[src/rtl/token_move_scheduler_pkg.sv]
// token_move_scheduler_pkg: shared board types, constants and helpers for the token mover.
package token_move_scheduler_pkg;
  localparam int POS_W = 4;
  localparam int NUM_TILES = 16;
  typedef logic [POS_W-1:0] pos_t;
  typedef enum logic [1:0] {IDLE, MOVE, DONE} mover_state_t;
  function automatic pos_t clamp_pos(pos_t t, int n);
    return (int'(t) >= n) ? pos_t'(n - 1) : t;
  endfunction
endpackage

[src/rtl/token_move_scheduler_if.sv]
// token_move_scheduler_if: game_logic targets and v_sync in, animated token positions out.
interface token_move_scheduler_if;
  import token_move_scheduler_pkg::*;
  logic v_sync;
  logic snap;
  pos_t p1_target;
  pos_t p2_target;
  pos_t disp_p1_pos;
  pos_t disp_p2_pos;
  logic busy;
  logic active_player;
  logic move_done;
  logic done_player;
  logic [7:0] hop_dy;
  modport master (
    output v_sync, snap, p1_target, p2_target,
    input disp_p1_pos, disp_p2_pos, busy, active_player, move_done, done_player, hop_dy
  );
  modport slave (
    input v_sync, snap, p1_target, p2_target,
    output disp_p1_pos, disp_p2_pos, busy, active_player, move_done, done_player, hop_dy
  );
endinterface

[src/rtl/token_move_scheduler_frame_tick_gen.sv]
// frame_tick_gen: synchronises active-low v_sync and emits a one-cycle pulse on its falling edge.
module frame_tick_gen (
  input  logic clk,
  input  logic rst_n,
  input  logic v_sync,
  output logic frame_tick
);
  logic [2:0] sync;
  // Reset to the idle-high level so leaving reset never looks like a frame edge
  always_ff @(posedge clk or negedge rst_n)
    if (!rst_n) sync <= '1;
    else sync <= {sync[1:0], v_sync};
  assign frame_tick = sync[2] & ~sync[1];
endmodule

[src/rtl/token_move_scheduler.sv]
// token_move_scheduler: walks P1/P2 display tokens one tile per STEP_FRAMES frames toward their targets.
// Optional macro HOP_ANIM_EN drives hop_dy during the first half of each step; otherwise hop_dy is 0.
module token_move_scheduler
  import token_move_scheduler_pkg::*;
#(
  parameter int NUM_TILES = token_move_scheduler_pkg::NUM_TILES,
  parameter int STEP_FRAMES = 8
`ifdef HOP_ANIM_EN
  , parameter int HOP_PX = 8
`endif
) (
  input logic clk,
  input logic reset,
  token_move_scheduler_if.slave bus
);
  localparam int FW = $clog2(STEP_FRAMES);
  localparam logic [FW-1:0] LAST = FW'(STEP_FRAMES - 1);
  mover_state_t state, state_n;
  logic frame_tick, act, act_n, last_served, last_n, m1, m2;
  logic [FW-1:0] cnt, cnt_n;
  pos_t d1, d2, d1_n, d2_n, t1, t2, cur_d, cur_t, step;

  frame_tick_gen u_tick (.clk(clk), .rst_n(reset), .v_sync(bus.v_sync), .frame_tick(frame_tick));

  assign t1 = clamp_pos(bus.p1_target, NUM_TILES);
  assign t2 = clamp_pos(bus.p2_target, NUM_TILES);
  assign m1 = d1 != t1;
  assign m2 = d2 != t2;
  assign cur_d = act ? d2 : d1;
  assign cur_t = act ? t2 : t1;
  assign step = (cur_t > cur_d) ? cur_d + 1'b1 : cur_d - 1'b1;

  always_comb begin
    state_n = state;
    act_n = act;
    cnt_n = cnt;
    last_n = last_served;
    d1_n = d1;
    d2_n = d2;
    if (bus.snap) begin
      state_n = IDLE;
      cnt_n = '0;
      d1_n = t1;
      d2_n = t2;
    end else if (state == IDLE) begin
      if (m1 || m2) begin
        act_n = (m1 && m2) ? !last_served : m2;
        cnt_n = '0;
        state_n = MOVE;
      end
    end else if (state == MOVE) begin
      // Arrival (or a retarget onto the token) wins over a coincident frame tick
      if (cur_d == cur_t) state_n = DONE;
      else if (frame_tick) begin
        cnt_n = (cnt == LAST) ? '0 : cnt + 1'b1;
        d1_n = (cnt == LAST && !act) ? step : d1;
        d2_n = (cnt == LAST && act) ? step : d2;
      end
    end else begin
      last_n = act;
      state_n = IDLE;
    end
  end

  always_ff @(posedge clk or negedge reset)
    if (!reset) begin
      state <= IDLE;
      act <= 1'b0;
      cnt <= '0;
      last_served <= 1'b1;
      d1 <= '0;
      d2 <= '0;
    end else begin
      state <= state_n;
      act <= act_n;
      cnt <= cnt_n;
      last_served <= last_n;
      d1 <= d1_n;
      d2 <= d2_n;
    end

  assign bus.disp_p1_pos = d1;
  assign bus.disp_p2_pos = d2;
  assign bus.busy = state != IDLE;
  assign bus.active_player = act;
  assign bus.move_done = state == DONE;
  assign bus.done_player = act;
`ifdef HOP_ANIM_EN
  localparam logic [FW-1:0] HALF = FW'(STEP_FRAMES / 2);
  assign bus.hop_dy = (state == MOVE && cnt < HALF) ? 8'(HOP_PX) : 8'd0;
`else
  assign bus.hop_dy = 8'd0;
`endif
endmodule

[src/flat_wrapper.sv]
// flat-port wrapper written by rule: the top's interface ports become plain ports
module token_move_scheduler_flat import token_move_scheduler_pkg::*;
#(
  parameter int NUM_TILES = token_move_scheduler_pkg::NUM_TILES,
  parameter int STEP_FRAMES = 8

)
  (clk, reset, bus_v_sync, bus_snap, bus_p1_target, bus_p2_target, bus_disp_p1_pos, bus_disp_p2_pos, bus_busy, bus_active_player, bus_move_done, bus_done_player, bus_hop_dy);
  token_move_scheduler_if bus_i ();
  input logic clk;
  input logic reset;
  input wire logic [$bits(bus_i.v_sync)-1:0] bus_v_sync;
  input wire logic [$bits(bus_i.snap)-1:0] bus_snap;
  input wire logic [$bits(bus_i.p1_target)-1:0] bus_p1_target;
  input wire logic [$bits(bus_i.p2_target)-1:0] bus_p2_target;
  output wire logic [$bits(bus_i.disp_p1_pos)-1:0] bus_disp_p1_pos;
  output wire logic [$bits(bus_i.disp_p2_pos)-1:0] bus_disp_p2_pos;
  output wire logic [$bits(bus_i.busy)-1:0] bus_busy;
  output wire logic [$bits(bus_i.active_player)-1:0] bus_active_player;
  output wire logic [$bits(bus_i.move_done)-1:0] bus_move_done;
  output wire logic [$bits(bus_i.done_player)-1:0] bus_done_player;
  output wire logic [$bits(bus_i.hop_dy)-1:0] bus_hop_dy;
  assign bus_i.v_sync = bus_v_sync;
  assign bus_i.snap = bus_snap;
  assign bus_i.p1_target = bus_p1_target;
  assign bus_i.p2_target = bus_p2_target;
  assign bus_disp_p1_pos = bus_i.disp_p1_pos;
  assign bus_disp_p2_pos = bus_i.disp_p2_pos;
  assign bus_busy = bus_i.busy;
  assign bus_active_player = bus_i.active_player;
  assign bus_move_done = bus_i.move_done;
  assign bus_done_player = bus_i.done_player;
  assign bus_hop_dy = bus_i.hop_dy;
  token_move_scheduler #(.NUM_TILES(NUM_TILES), .STEP_FRAMES(STEP_FRAMES)) u_core (.clk(clk), .reset(reset), .bus(bus_i));
endmodule
[config.mk]
export PLATFORM = sky130hd
export DESIGN_NAME = token_move_scheduler_flat
export DESIGN_NICKNAME = d
export VERILOG_FILES = /design/src/rtl/token_move_scheduler_pkg.sv /design/src/rtl/token_move_scheduler_if.sv /design/src/rtl/token_move_scheduler_frame_tick_gen.sv /design/src/rtl/token_move_scheduler.sv /design/src/flat_wrapper.sv
export SDC_FILE = /design/constraint.sdc
export NUM_CORES = 1
export LEC_CHECK = 0
export CAP_MARGIN = 10
export CORE_MARGIN = 3
export CORE_UTILIZATION = 40
export CTS_CLUSTER_SIZE = 20
export DETAILED_ROUTE_END_ITERATION = 8
export GPL_TIMING_DRIVEN = 0
export PLACE_DENSITY = 0.67
export SLEW_MARGIN = 0
export SYNTH_ARGS = -nofsm -noshare
export SYNTH_HDL_FRONTEND = slang
export SYNTH_HIERARCHICAL = 1
export SYNTH_SLANG_ARGS = --single-unit
[constraint.sdc]
create_clock -name clk -period 4.8 [get_ports clk]
set_input_delay 1.44 -clock clk [delete_from_list [all_inputs] [get_ports clk]]
set_output_delay 1.44 -clock clk [all_outputs]
set_load 0.02 [all_outputs]
==> metrics <==
outcome=complete, no violations; Vias per Instance=5.00; vias in the first global route=1105; Layout fillers=314; largest net degree at the start of global routing=19; post-synthesis xor/xnor area fraction=0.0726; die width=63.6 um; sequential element share of the synthesized area=0.343; Post-synth EDFFs=0; Max stage delay cell, worst path=clkdlybuf4s50_1; period utilization=0.892; critical path peak fanout=8; Synth area leader=dfrtp_1; max-slew violations=0; min-delay worst type=flip-flop to flip-flop; hold wc startpoint=u_core/u_tick/sync[0]; FF-to-FF path depth=11; Final TNS setup=0 ps; largest family of logic cells by synthesized area=simple AND/OR/NAND/NOR gates; Starting Density=0.428; WL final=2750 um; GP Congestion=0.815; hpwl dp=2260 um; Fmax=234 MHz; hold path depth=0; Final Hold Vio Count=0; Cell Chain, Critical Path=clkdlybuf4s50_1 -> mux2_2 -> ha_1 -> nand4_1 -> nand2_1 -> ha_1 -> a21o_1 -> a31o_1 -> or3_1 -> or3_1 -> nand3_1; Seq cells post-synth=18; min Tclk post-route=4280 ps; WP data arrival=4520 ps; drt pass-1 iters=4; Buffers on Ports=23; most numerous cell in the Yosys netlist=dfrtp_1; Post-synth top cells=dfrtp_1 (14), nand2_1 (13), buf_4 (9); CP required=5040 ps; Post-Syn Area=1330 um2; utilization of the core after routing=0.540; fin cells=213; Worst Slack Setup Final=518 ps; Peak VDD IR=0.178 mV; Critical Path Stages=11; first-pass GRT wire length=4710 um; worst path bufs/invs=1; layout cells sized above 1=0.183; io pins=32; Layout Nets=191; initial antenna violation count=0; Area contributors post-synth=dfrtp_1 (26%), dfstp_2 (7.9%), ha_1 (7.5%); Post-DRT Antenna Nets=0; Layout Area Growth over Synthesis=26.2%; Post-Place Setup Slack=218 ps; Synth Area in Adders=0.0905; crit path launch type=input port; Reg2Reg Setup Slack=1250 ps; chip height=63.6 um; die footprint=4050 um2; MaxCap Viol Count=0; R2R Path End=u_core/bus.disp_p2_pos[3]; grt ovf=0; Placed Cells incl. Taps=209; total track usage=0.144; share of Yosys cell area claimed by the top area cell type=0.264; Rel. slew slack=0.481; CP delay by family, top=simple AND/OR/NAND/NOR gates; Setup Viol. Count Final=0; Vias=1065; number of remaining DRC errors=0; root buffer cell=clkbuf_4; 1st-iter DRT viols=18; Tot Pwr=0.000627 W; RSZ-0062 raised after global routing=false; skew final=4.49 ps; Cell Pwr Density=374 nW/um2; CTS Buf Count=3; CTS tree=yes; WS Path Type=input port to flip-flop; Synth Area in Simple Gates=0.192; mux cell area share after synthesis=0.0971; row count=20; post-synthesis compound-gate area fraction=0.122; H-Tree Level Count=1; CP Capture Type=flip-flop; clock-pin slew on the worst setup and hold paths=110 ps; Syn Area/Cell=9.83 um2; Synth Flop Type=dfrtp_1; WL per Instance=12.9 um; synth warn=6; clk_lat worst skew=290 ps; Synth async-reset ratio=1.00; Hold EP=u_core/u_tick/sync[1]; n_diodes=0; LEAKAGE=0.772 nW; synth unique cells=43; worst stage delay on the critical path=470 ps; worst-case clock buffer depth=2; synthesized instance count=135; post_cts resized=0; clk sinks=18; Post-CTS Hold Buffers=0; core area=3100 um2; R2R Path Start=u_core/bus.active_player; worst slew pin tran=777 ps; number of setup buffers added after CTS=0
cell families after synthesis:
| family | count (synthesis) |
|---|---|
| AOI/OAI and AO/OA | 24 |
| xor gates and xnor gates | 11 |
| adders and majority gates | 9 |
| buffers and inverters | 17 |
| DFF | 18 |
| muxes | 12 |
| other | 1 |
| and+or+nand+nor | 43 |
placed cells by master, fill, tap and decap left out, types with 2 or more instances in the layout:
| cell type | Yosys | routed |
|---|---|---|
| ha_1 | 8 | 8 |
| clkbuf_4 | 0 | 3 |
| a22o_1 | 3 | 3 |
| dfstp_2 | 4 | 4 |
| conb_1 | 1 | 8 |
| mux2_2 | 3 | 3 |
| a31oi_1 | 2 | 2 |
| nor3_1 | 2 | 2 |
| a21oi_1 | 3 | 3 |
| nor2_1 | 3 | 3 |
| mux2i_1 | 8 | 8 |
| xnor2_1 | 8 | 8 |
| inv_1 | 4 | 4 |
| or3_1 | 5 | 5 |
| or2_2 | 3 | 3 |
| nand2_1 | 13 | 13 |
| nor2b_1 | 3 | 3 |
| o21ai_0 | 8 | 8 |
| xor2_1 | 3 | 3 |
| nand3_1 | 2 | 2 |
| clkdlybuf4s50_1 | 0 | 23 |
| nand4_1 | 3 | 3 |
| dfrtp_1 | 14 | 14 |
| clkbuf_1 | 2 | 2 |
| buf_4 | 9 | 9 |
| and2_1 | 2 | 2 |
worst max path at each step:
stage	from	to
floorplan	bus_p2_target[1]	u_core/bus.disp_p2_pos[3]
global placement	bus_p1_target[3]	u_core/bus.disp_p2_pos[3]
detailed placement	bus_p1_target[3]	u_core/bus.disp_p2_pos[3]
CTS	bus_p2_target[2]	u_core/bus.disp_p2_pos[3]
global route	bus_p2_target[1]	u_core/bus.disp_p2_pos[3]
finish	bus_p1_target[2]	u_core/bus.disp_p2_pos[3]
power breakdown:
part | switching (W) | internal (W)
logic | 0.000181 | 0.000162
registers | 0.0000208 | 0.000170
clock network | 0.0000475 | 0.0000462
total | 0.000249 | 0.000378
cell type report:
class                           count  area [um2]  share of cell area
Multi-Input combinational cell    107         792               0.473
Sequential cell                    18         455               0.272
Timing Repair Buffer               23         230               0.137
Buffer                             13        91.3              0.0545
Tap cell                           44        55.1              0.0329
Clock buffer                        4        36.3              0.0217
Inverter                            4        15.0             0.00896
state kept, by name, summed over array words and instances, names as in the netlist:
name                      flops
u_core/bus.disp_p1_pos        4
u_core/bus.disp_p2_pos        4
u_core/cnt                    3
u_core/u_tick/sync            3
u_core/state                  2
u_core/bus.active_player      1
u_core/last_served            1
per-stage QoR:
stage	hold WS (ps)	area (um2)
after floorplan	345	1350
after global placement	347	1640
after detailed placement	350	1640
after CTS	365	1680
after global routing	371	1680
final	363	1680
routing by layer:
layer  global-route usage  vias to the layer above  part of all wire
met5                    0                        -                 0
li1                     -                      535                 -
met4               0.0350                        0                 0
met3               0.0178                        0             0.057
met2                0.256                       38              0.48
met1                0.185                      492              0.47
Power figures use the tool's default switching activity.
==> patch: new RTL, same flow settings <==
Re-encode `mover_state_t` (3 states) as one-hot, 3 bits wide.
--- a/src/rtl/token_move_scheduler_pkg.sv
+++ b/src/rtl/token_move_scheduler_pkg.sv
@@ -3,7 +3,7 @@
   localparam int POS_W = 4;
   localparam int NUM_TILES = 16;
   typedef logic [POS_W-1:0] pos_t;
-  typedef enum logic [1:0] {IDLE, MOVE, DONE} mover_state_t;
+  typedef enum logic [2:0] {IDLE = 3'b001, MOVE = 3'b010, DONE = 3'b100} mover_state_t;
   function automatic pos_t clamp_pos(pos_t t, int n);
     return (int'(t) >= n) ? pos_t'(n - 1) : t;
   endfunction
Function: same outputs for any inputs over 10 cycles, from zero or initial values and one cycle with reset low; not proved beyond that.
==> patch against the original RTL <==
  * Cell count increased by 3.8%
  * Synthesized cell count increased by 5.9%
  * Sequential cell count increased by 1
  * Cell area increased by 2.5%
  * Total power increased by 6.8%
  * Setup slack got worse by 95 ps
  * Synthesized area increased by 3.7%
  * Routed wire length increased by 11%
  * Largest cell class unchanged
  * Highest routed layer is now met4
==> patch: results (changes against the original RTL) <==
\begin{tabular}{lr}
\hline
Metric & Value \\
\hline
\multicolumn{2}{l}{\textbf{Synthesis}} \\
Number of instances in the synthesized netlist & 143 (+5.9\%) \\
Count of distinct cell types in the synthesized netlist & 42 (-2.3\%) \\
Cell types occupying the most area after synthesis & sky130\_fd\_sc\_hd\_\_dfrtp\_1, sky130\_fd\_sc\_hd\_\_dfstp\_2, sky130\_fd\_sc\_hd\_\_ha\_1 \\
Leading cell types by count after synthesis & sky130\_fd\_sc\_hd\_\_nand2\_1, sky130\_fd\_sc\_hd\_\_dfrtp\_1, sky130\_fd\_sc\_hd\_\_buf\_4 \\
Seq/Total Area, Yosys & 35.0\% (+0.69 points) \\
\multicolumn{2}{l}{\textbf{CTS}} \\
Max Buffers Root-to-Sink & 2 (unchanged) \\
Clock latency of the later-clocked register in the worst-skew pair & 310 ps (+20 ps) \\
\multicolumn{2}{l}{\textbf{Place}} \\
Routability Congestion & 0.791 (-3.0\%) \\
Placed Instances & 217 (+3.8\%) \\
Place WS & 132 ps (-86.5 ps) \\
Count of port buffers added during placement & 23 (unchanged) \\
Post-DP Area & 1690 sq um (+3.0\%) \\
Placed wire-length estimate & 2410 microns (+6.7\%) \\
\multicolumn{2}{l}{\textbf{Setup path}} \\
Crit path launch & bus\_p1\_target[3] \\
Crit path DAT & 4630 ps (+110 ps) \\
R2R cell count & 11 (unchanged) \\
Setup slack of the most critical reg-to-reg path & 1290 ps (+40 ps) \\
Startpoint of the worst register-to-register path & u\_core/bus.active\_player\$\_DFFE\_PN0P\_ \\
Worst-path fanout max & 9 (+1) \\
\multicolumn{2}{l}{\textbf{Power}} \\
Peak supply drop & 267 uV (+50\%) \\
Leakage power of the design & 0.000761 uW (-1.5\%) \\
\multicolumn{2}{l}{\textbf{Global routing}} \\
First-pass GRT wire length & 4890 microns (+4.0\%) \\
Total routing resource utilization after global routing & 15.0\% (+0.53 points) \\
Pin count of the biggest net entering global routing & 20 (+1) \\
\multicolumn{2}{l}{\textbf{Timing}} \\
Slew at the pin closest to its max-slew limit & 821 ps (+43.8 ps) \\
Worst setup skew after layout & 9.70 ps (+5.21 ps) \\
Final period util & 91.2\% (+2.0 points) \\
Final hold slack & 364 ps (+1.60 ps) \\
\multicolumn{2}{l}{\textbf{Drt}} \\
Total Routed Length & 3040 microns (+11\%) \\
Number of DRC violations after detailed-routing iteration 0 & 25 (+7) \\
Via count & 1121 (+5.3\%) \\
\multicolumn{2}{l}{\textbf{Finish}} \\
Final Net Count & 199 (+4.2\%) \\
Post-route insts no fill & 221 (+3.8\%) \\
Share of post-route cells with drive strength above 1 & 15.3\% (-3.1 points) \\
Total of fill cells in the finished design & 291 (-7.3\%) \\
\multicolumn{2}{l}{\textbf{Run status}} \\
Run status & finished clean \\
\multicolumn{2}{l}{\textbf{Min path}} \\
Worst hold path depth & 0 (unchanged) \\
\hline
\end{tabular}
## patch: logic make-up (layout without fill, tap and decap cells)
| logic type | Yosys count | count (layout) | share of synthesized area (%) |
|---|---|---|---|
| AND/OR/NAND/NOR | 51 | 51 | 21.6 |
| buffers and inverters | 17 | 44 | 7.45 |
| AO/OA/AOI/OAI | 22 | 22 | 9.73 |
| multiplexers | 13 | 13 | 10.2 |
| XOR/XNOR | 11 | 11 | 7.00 |
| flip-flops | 19 | 19 | 35.0 |
| adder cells (fa/ha/maj) | 9 | 9 | 8.73 |
| other | 1 | 8 | 0.272 |
## patch: power breakdown
| group | total (uW) | internal [uW] | switching (uW) |
|---|---|---|---|
| Clock | 85.1 | 31.8 | 53.3 |
| Sequential | 206 | 184 | 21.8 |
| Combinational | 379 | 177 | 202 |
| Total | 670 | 393 | 277 |
## patch: routing by layer
| layer | share of wire (%) | up-vias | GRT usage, % |
|---|---|---|---|
| met5 | 0 | - | 0 |
| li1 | - | 552 | - |
| met4 | 1.8 | 0 | 6.86 |
| met1 | 46 | 529 | 18.9 |
| met3 | 5.4 | 5 | 3.12 |
| met2 | 47 | 35 | 24.5 |
## patch: final cells by class
class                           count  area, sq um  area share, %
Inverter                            4         15.0          0.874
Clock buffer                        3         22.5           1.31
Sequential cell                    19          482           28.0
Tap cell                           44         55.1           3.20
Clock inverter                      1         7.51          0.437
Multi-Input combinational cell    114          818           47.6
Timing Repair Buffer               23          230           13.4
Buffer                             13         87.6           5.10
